<file path="src/rtl/spi_led_pkg.sv">
// Shared definitions for the SPI register controller and its RGB PWM driver.
// Contents: command byte codes, register addresses and the frame FSM state enum.
package spi_led_pkg;

  localparam logic [7:0] CMD_WRITE = 8'h01;
  localparam logic [7:0] CMD_READ  = 8'h02;

  localparam logic [2:0] REG_DUTY_R = 3'd0;
  localparam logic [2:0] REG_DUTY_G = 3'd1;
  localparam logic [2:0] REG_DUTY_B = 3'd2;
  localparam logic [2:0] REG_CTRL   = 3'd3;
  localparam logic [2:0] REG_ID     = 3'd4;
  localparam logic [2:0] REG_ERR    = 3'd5;

  typedef enum logic [2:0] {
    StIdle,
    StCmd,
    StAddr,
    StWrite,
    StRead,
    StDiscard
  } state_e;

endpackage

</file>
<file path="src/rtl/rgb_pwm.sv">
// Three-channel 8-bit PWM generator sharing one free-running counter.
// Ports:
//   clk, rst                 system clock, synchronous active-high reset
//   duty_r, duty_g, duty_b   live duty values (0 = off, 255 = 255/256 on)
//   en                       global enable; forces all outputs low when 0
//   pwm_r, pwm_g, pwm_b      registered PWM outputs
module rgb_pwm (
  input  logic       clk,
  input  logic       rst,
  input  logic [7:0] duty_r,
  input  logic [7:0] duty_g,
  input  logic [7:0] duty_b,
  input  logic       en,
  output logic       pwm_r,
  output logic       pwm_g,
  output logic       pwm_b
);

  logic [7:0] cnt_q;
  logic       pwm_r_q, pwm_g_q, pwm_b_q;

  // Compare is against the live duty registers: updates apply mid-period.
  always_ff @(posedge clk) begin
    if (rst) begin
      cnt_q   <= 8'h00;
      pwm_r_q <= 1'b0;
      pwm_g_q <= 1'b0;
      pwm_b_q <= 1'b0;
    end else begin
      cnt_q   <= cnt_q + 8'd1;
      pwm_r_q <= en & (cnt_q < duty_r);
      pwm_g_q <= en & (cnt_q < duty_g);
      pwm_b_q <= en & (cnt_q < duty_b);
    end
  end

  assign pwm_r = pwm_r_q;
  assign pwm_g = pwm_g_q;
  assign pwm_b = pwm_b_q;

endmodule

</file>
<file path="src/rtl/spi_reg_ctrl.sv">
// SPI command/register controller for the RGB LED driver.
// Frame: command byte, address byte, then data bytes with auto-incrementing address.
// Ports:
//   clk, rst           system clock, synchronous active-high reset
//   ss_active          frame active (synchronised)
//   rx_valid, rx_data  received MOSI byte strobe and data
//   tx_data            next MISO byte
//   pwm_r/g/b          PWM outputs to RGB0PWM/RGB1PWM/RGB2PWM
//   led_en, curren     to RGBLEDEN and CURREN
module spi_reg_ctrl
  import spi_led_pkg::*;
#(
  parameter logic [7:0] ID_VALUE = 8'hA5
) (
  input  logic       clk,
  input  logic       rst,
  input  logic       ss_active,
  input  logic       rx_valid,
  input  logic [7:0] rx_data,
  output logic [7:0] tx_data,
  output logic       pwm_r,
  output logic       pwm_g,
  output logic       pwm_b,
  output logic       led_en,
  output logic       curren
);

  state_e     state_q, state_d;
  logic [7:0] cmd_q, cmd_d;
  logic [2:0] addr_q, addr_d;
  logic [7:0] tx_q, tx_d;
  logic [7:0] duty_r_q, duty_r_d;
  logic [7:0] duty_g_q, duty_g_d;
  logic [7:0] duty_b_q, duty_b_d;
  logic [1:0] ctrl_q, ctrl_d;
  logic [7:0] err_q, err_d;
  logic       armed_q, armed_d;

  logic [2:0] rd_addr;
  logic [7:0] rd_data;

  // The address byte itself selects the first read location.
  assign rd_addr = (state_q == StAddr) ? rx_data[2:0] : addr_q;

  always_comb begin
    rd_data = 8'h00;
    case (rd_addr)
      REG_DUTY_R: rd_data = duty_r_q;
      REG_DUTY_G: rd_data = duty_g_q;
      REG_DUTY_B: rd_data = duty_b_q;
      REG_CTRL:   rd_data = {6'b0, ctrl_q};
      REG_ID:     rd_data = ID_VALUE;
      REG_ERR:    rd_data = err_q;
      default:    rd_data = 8'h00;
    endcase
  end

  always_comb begin
    state_d  = state_q;
    cmd_d    = cmd_q;
    addr_d   = addr_q;
    tx_d     = tx_q;
    duty_r_d = duty_r_q;
    duty_g_d = duty_g_q;
    duty_b_d = duty_b_q;
    ctrl_d   = ctrl_q;
    err_d    = err_q;
    // After reset, a frame only starts once SS has been seen idle.
    armed_d  = armed_q | ((state_q == StIdle) & ~ss_active);

    if (!ss_active) begin
      // SS fall wins over a coincident rx_valid.
      state_d = StIdle;
      tx_d    = 8'h00;
    end else begin
      unique case (state_q)
        StIdle: begin
          if (armed_q) state_d = StCmd;
        end
        StCmd: begin
          if (rx_valid) begin
            cmd_d   = rx_data;
            state_d = StAddr;
            if (rx_data != CMD_WRITE && rx_data != CMD_READ && err_q != 8'hFF) begin
              err_d = err_q + 8'd1;
            end
          end
        end
        StAddr: begin
          if (rx_valid) begin
            if (cmd_q == CMD_WRITE) begin
              state_d = StWrite;
              addr_d  = rx_data[2:0];
            end else if (cmd_q == CMD_READ) begin
              state_d = StRead;
              tx_d    = rd_data;
              addr_d  = rx_data[2:0] + 3'd1;
            end else begin
              state_d = StDiscard;
            end
          end
        end
        StWrite: begin
          if (rx_valid) begin
            case (addr_q)
              REG_DUTY_R: duty_r_d = rx_data;
              REG_DUTY_G: duty_g_d = rx_data;
              REG_DUTY_B: duty_b_d = rx_data;
              REG_CTRL:   ctrl_d   = rx_data[1:0];
              default:    ;
            endcase
            addr_d = addr_q + 3'd1;
          end
        end
        StRead: begin
          if (rx_valid) begin
            tx_d   = rd_data;
            addr_d = addr_q + 3'd1;
          end
        end
        StDiscard: ;
        default: state_d = StIdle;
      endcase
    end
  end

  always_ff @(posedge clk) begin
    if (rst) begin
      state_q  <= StIdle;
      cmd_q    <= 8'h00;
      addr_q   <= 3'd0;
      tx_q     <= 8'h00;
      duty_r_q <= 8'h00;
      duty_g_q <= 8'h00;
      duty_b_q <= 8'h00;
      ctrl_q   <= 2'b00;
      err_q    <= 8'h00;
      armed_q  <= 1'b0;
    end else begin
      state_q  <= state_d;
      cmd_q    <= cmd_d;
      addr_q   <= addr_d;
      tx_q     <= tx_d;
      duty_r_q <= duty_r_d;
      duty_g_q <= duty_g_d;
      duty_b_q <= duty_b_d;
      ctrl_q   <= ctrl_d;
      err_q    <= err_d;
      armed_q  <= armed_d;
    end
  end

  assign tx_data = tx_q;
  assign led_en  = ctrl_q[0];
  assign curren  = ctrl_q[1];

  rgb_pwm u_rgb_pwm (
    .clk    (clk),
    .rst    (rst),
    .duty_r (duty_r_q),
    .duty_g (duty_g_q),
    .duty_b (duty_b_q),
    .en     (ctrl_q[0]),
    .pwm_r  (pwm_r),
    .pwm_g  (pwm_g),
    .pwm_b  (pwm_b)
  );

endmodule

</file>
<file path="config.mk">
export PLATFORM = sky130hd
export DESIGN_NAME = spi_reg_ctrl
export DESIGN_NICKNAME = d
export VERILOG_FILES = /design/src/rtl/spi_led_pkg.sv /design/src/rtl/rgb_pwm.sv /design/src/rtl/spi_reg_ctrl.sv
export SDC_FILE = /design/constraint.sdc
export NUM_CORES = 1
export LEC_CHECK = 0
export CORE_ASPECT_RATIO = 0.75
export CORE_MARGIN = 2
export CORE_UTILIZATION = 40
export DETAILED_ROUTE_END_ITERATION = 8
export PLACE_DENSITY_LB_ADDON = 0.12
export SYNTH_ARGS = -nofsm -noshare
export SYNTH_HDL_FRONTEND = slang
export SYNTH_SLANG_ARGS = --single-unit
</file>
<file path="constraint.sdc">
create_clock -name clk -period 2.7 [get_ports clk]
set_input_delay 0.54 -clock clk [delete_from_list [all_inputs] [get_ports clk]]
set_output_delay 0.54 -clock clk [all_outputs]
set_load 0.03 [all_outputs]
</file>
==> flow_metrics.py <==
metrics = {
    "setup_path": {
        "crit_buf_inv": 3,
        "cpPeakStageDelay_ns": 0.55,
        "r2r_slack_ns": 0.50,
        "reg2reg_depth": 7,
        "critPathMaxFanout": 12,
        "crit_arrival_ns": 2.52,
        "endpoint_kind": "register",
        "startpoint_type": "input pin",
        "rr_startpoint": "state_q[1]$_SDFFE_PP0P_",
        "critPathKind": "in2reg",
        "worstPathRequired_ns": 2.96,
        "cp_cell_sequence": "clkdlybuf4s50_1, inv_1, ha_1, o211ai_1, nand3_1, buf_4, or4_1, a21oi_1",
        "path_delay_family": "buffers and inverters",
        "r2r_end": "tx_data[3]$_SDFFE_PP0P_",
        "cp_slowest_cell": "clkdlybuf4s50_1",
        "path_depth": 8,
    },
    "run_status": {
        "outcome": "finished clean",
    },
    "cells_and_area": {
        "drive_above_1_share": 0.0958,
        "fin_nets": 519,
        "utilization": 0.500,
        "antenna_cells": 0,
        "area.growth.synth_to_final_pct": 20.1,
    },
    "timing": {
        "fin_crit_sh": 0.837,
        "finClkSkew_ns": 0.00497,
        "finalSetupViolCount": 0,
        "slew_viol_final": 0,
        "maxSlewHeadroom": 0.513,
        "worst_pin_slew_ns": 0.731,
        "rsz0062_at_grt": "false",
        "timing.final.ws_setup_ns": 0.441,
        "whs_ns": 0.469,
        "max_freq_mhz": 443,
        "period_needed_ns": 2.26,
        "tns_ns": 0,
        "hold_viol_final": 0,
    },
    "synthesis": {
        "synth.distinct_cells": 52,
        "synthesis.area_mm2": 0.00382,
        "ys_seq_area_frac": 0.357,
        "avgSynthCellArea_um2": 8.66,
        "synth_cells": 441,
        "synth_edf_count": 0,
        "synthFlopType": "dfxtp_1",
        "ys_seq_elements": 68,
        "yosysWarnings": 0,
        "syn_nets": 484,
        "synthArstFlopShare": 0,
    },
    "pwr": {
        "swShare": 0.230,
        "power_frac_comb": 0.067,
        "ir_drop_v": 0.000371,
        "intPower_mw": 1.74,
        "pwr-share-clk": 0.480,
        "p_switching_uw": 519,
        "p_per_area_mw_per_mm2": 493,
        "p_leak_nw": 1.68,
        "seqPwrFrac": 0.453,
    },
    "clock_network": {
        "cts_inserted_buffers": 9,
        "clockBufferDepth": 2,
        "clkTransAtPathRegs_ns": 0.05,
        "insertion_delay_ns": 0.33,
        "cts_resized": 0,
        "cts_tree": "done",
        "htree_levels": 3,
        "postCtsHoldBufs": 0,
        "post_cts_buffers": 0,
        "clockRootBuffer": "clkbuf_16",
        "cts.sinks": 68,
    },
    "min_path": {
        "min_path_type": "reg2reg",
        "hp-start": "armed_q$_SDFF_PP0_",
        "worstHoldPathCells": 2,
        "holdPathEnd": "armed_q$_SDFF_PP0_",
    },
    "routing": {
        "drc_errors": 0,
        "drt_iter0_drc": 282,
        "num_vias": 3255,
        "drt_wl_total_mm": 10.4,
        "drtPass1Iterations": 6,
        "wl_per_cell_um": 17.1,
        "via_per_inst": 5.35,
        "drtAntennaViolNets": 0,
    },
    "place": {
        "io_buffers": 24,
        "hpwlAfterDp_mm": 7.83,
        "gp_congestion": 0.854,
        "pre_cts_slack_ns": 0.0944,
    },
    "grt": {
        "grt_overflow_total": 0,
        "grt_first_pass_wirelength_mm": 17.1,
        "grt_max_degree": 31,
        "grt_pass1_vias": 3140,
        "grt_use_total": 0.222,
        "antenna_found_initial": 0,
    },
    "floorplan": {
        "die_h_um": 88.6,
        "core_mm2": 0.00916,
        "ios": 25,
        "initial_core_util": 0.417,
        "die_w_um": 117,
        "fp-row-count": 30,
        "die_area_mm2": 0.0103,
    },
    "flow_run": {
        "cap_violations": 0,
    },
}
## logic make-up after synthesis
family          after synthesis  synth area share
compound gates               81             0.135
xor+xnor                     11            0.0252
fa+ha+maj                    31             0.102
buf+inv                      50            0.0544
flops                        68             0.357
mux                          45             0.119
simple gates                155             0.207
## worst min-delay path: cells and delay by family, from the launching register on
family	cells	cell delay, ns
AO/OA/AOI/OAI	1	0.04
flip-flops	1	0.32
AND/OR/NAND/NOR	1	0.07
## registers in the layout (all words and copies together) (netlist names)
signal,flops
tx_data,8
state_q,3
duty_b_q,8
addr_q,3
armed_q,1
duty_g_q,8
u_rgb_pwm.pwm_b,1
u_rgb_pwm.pwm_r,1
duty_r_q,8
err_q,8
u_rgb_pwm.cnt_q,8
u_rgb_pwm.pwm_g,1
cmd_q,8
ctrl_q,2
## layout make-up
class,count,area [µm²]
Inverter,28,105
Fill cell,921,4580
Clock inverter,2,10.0
Sequential cell,68,1360
Tap cell,128,160
Clock buffer,13,260
Timing Repair Buffer,46,438
Multi-Input combinational cell,323,2250
## cell usage after synthesis, types with 2 or more instances
library cell	number	area [µm²]
and2_1	5	31.3
nor3_1	6	30.0
nand2b_1	8	50.1
a222oi_1	6	60.1
or3_1	3	18.8
buf_1	2	7.51
mux2_2	4	45.0
a31oi_1	4	25.0
nand2_1	27	101
buf_4	3	22.5
or4_1	3	22.5
a22oi_1	3	22.5
nand4_1	3	18.8
nand3_1	12	60.1
o22ai_1	2	12.5
clkbuf_1	10	37.5
nor2_1	56	210
o2111ai_1	2	17.5
mux2i_1	41	410
a21oi_1	25	125
nor4_1	2	12.5
dfxtp_1	68	1360
ha_1	31	388
xor2_1	8	70.1
and4_1	2	17.5
a21o_1	5	37.5
nand3b_1	3	22.5
inv_1	28	105
and3_1	7	43.8
buf_2	7	35.0
xnor2_1	3	26.3
nor2b_1	5	31.3
o21ai_0	19	95.1
nor3b_1	5	37.5
o31ai_1	3	22.5
a211oi_1	4	30.0
## per-layer routing
layer  vias to the layer above  global-route usage  routed length (µm)
li1                       1630                   -                   -
met1                      1524               0.334                5450
met2                        87               0.303                4110
met3                        14              0.0692                 713
met4                         0              0.0578                 127
met5                         -                   0                   0
## power groups by stage
stage / logic (mW) / registers [mW] / clock network, mW
3_5_place_dp: 0.149 / 1.05 / 0
2_1_floorplan: 0.0816 / 1.04 / 0
6_report: 0.151 / 1.02 / 1.09
3_3_place_gp: 0.147 / 1.05 / 0
4_1_cts: 0.150 / 1.02 / 1.11
5_1_grt: 0.167 / 1.03 / 1.15
## layout by cell type (no fill, tap or decap), drive strengths merged, types with 12 or more instances in the layout
| cell type | count |
|---|---|
| a21oi | 25 |
| buf | 23 |
| clkbuf | 13 |
| clkdlybuf4s50 | 23 |
| dfxtp | 68 |
| ha | 31 |
| inv | 28 |
| mux2i | 41 |
| nand2 | 28 |
| nand3 | 12 |
| nor2 | 56 |
| o21ai | 19 |
## worst max-delay path by stage
| stage | to | from |
|---|---|---|
| finish | err_q[5]$_SDFFE_PP0P_ | rx_data[1] |
| global route | tx_data[4]$_SDFFE_PP0P_ | state_q[1]$_SDFFE_PP0P_ |
| CTS | err_q[5]$_SDFFE_PP0P_ | rx_data[0] |
| detailed placement | err_q[5]$_SDFFE_PP0P_ | rx_data[0] |
| global placement | err_q[5]$_SDFFE_PP0P_ | rx_data[0] |
| floorplan | err_q[3]$_SDFFE_PP0P_ | rx_data[0] |
## through the flow
step	power [mW]	cell area [µm²]	std cells
after floorplan	1.12	3820	441
after global placement	1.19	4310	593
after detailed placement	1.20	4310	593
after CTS	2.28	4580	608
after global routing	2.35	4580	608
final	2.26	4580	608
Power figures use the tool's default switching activity.
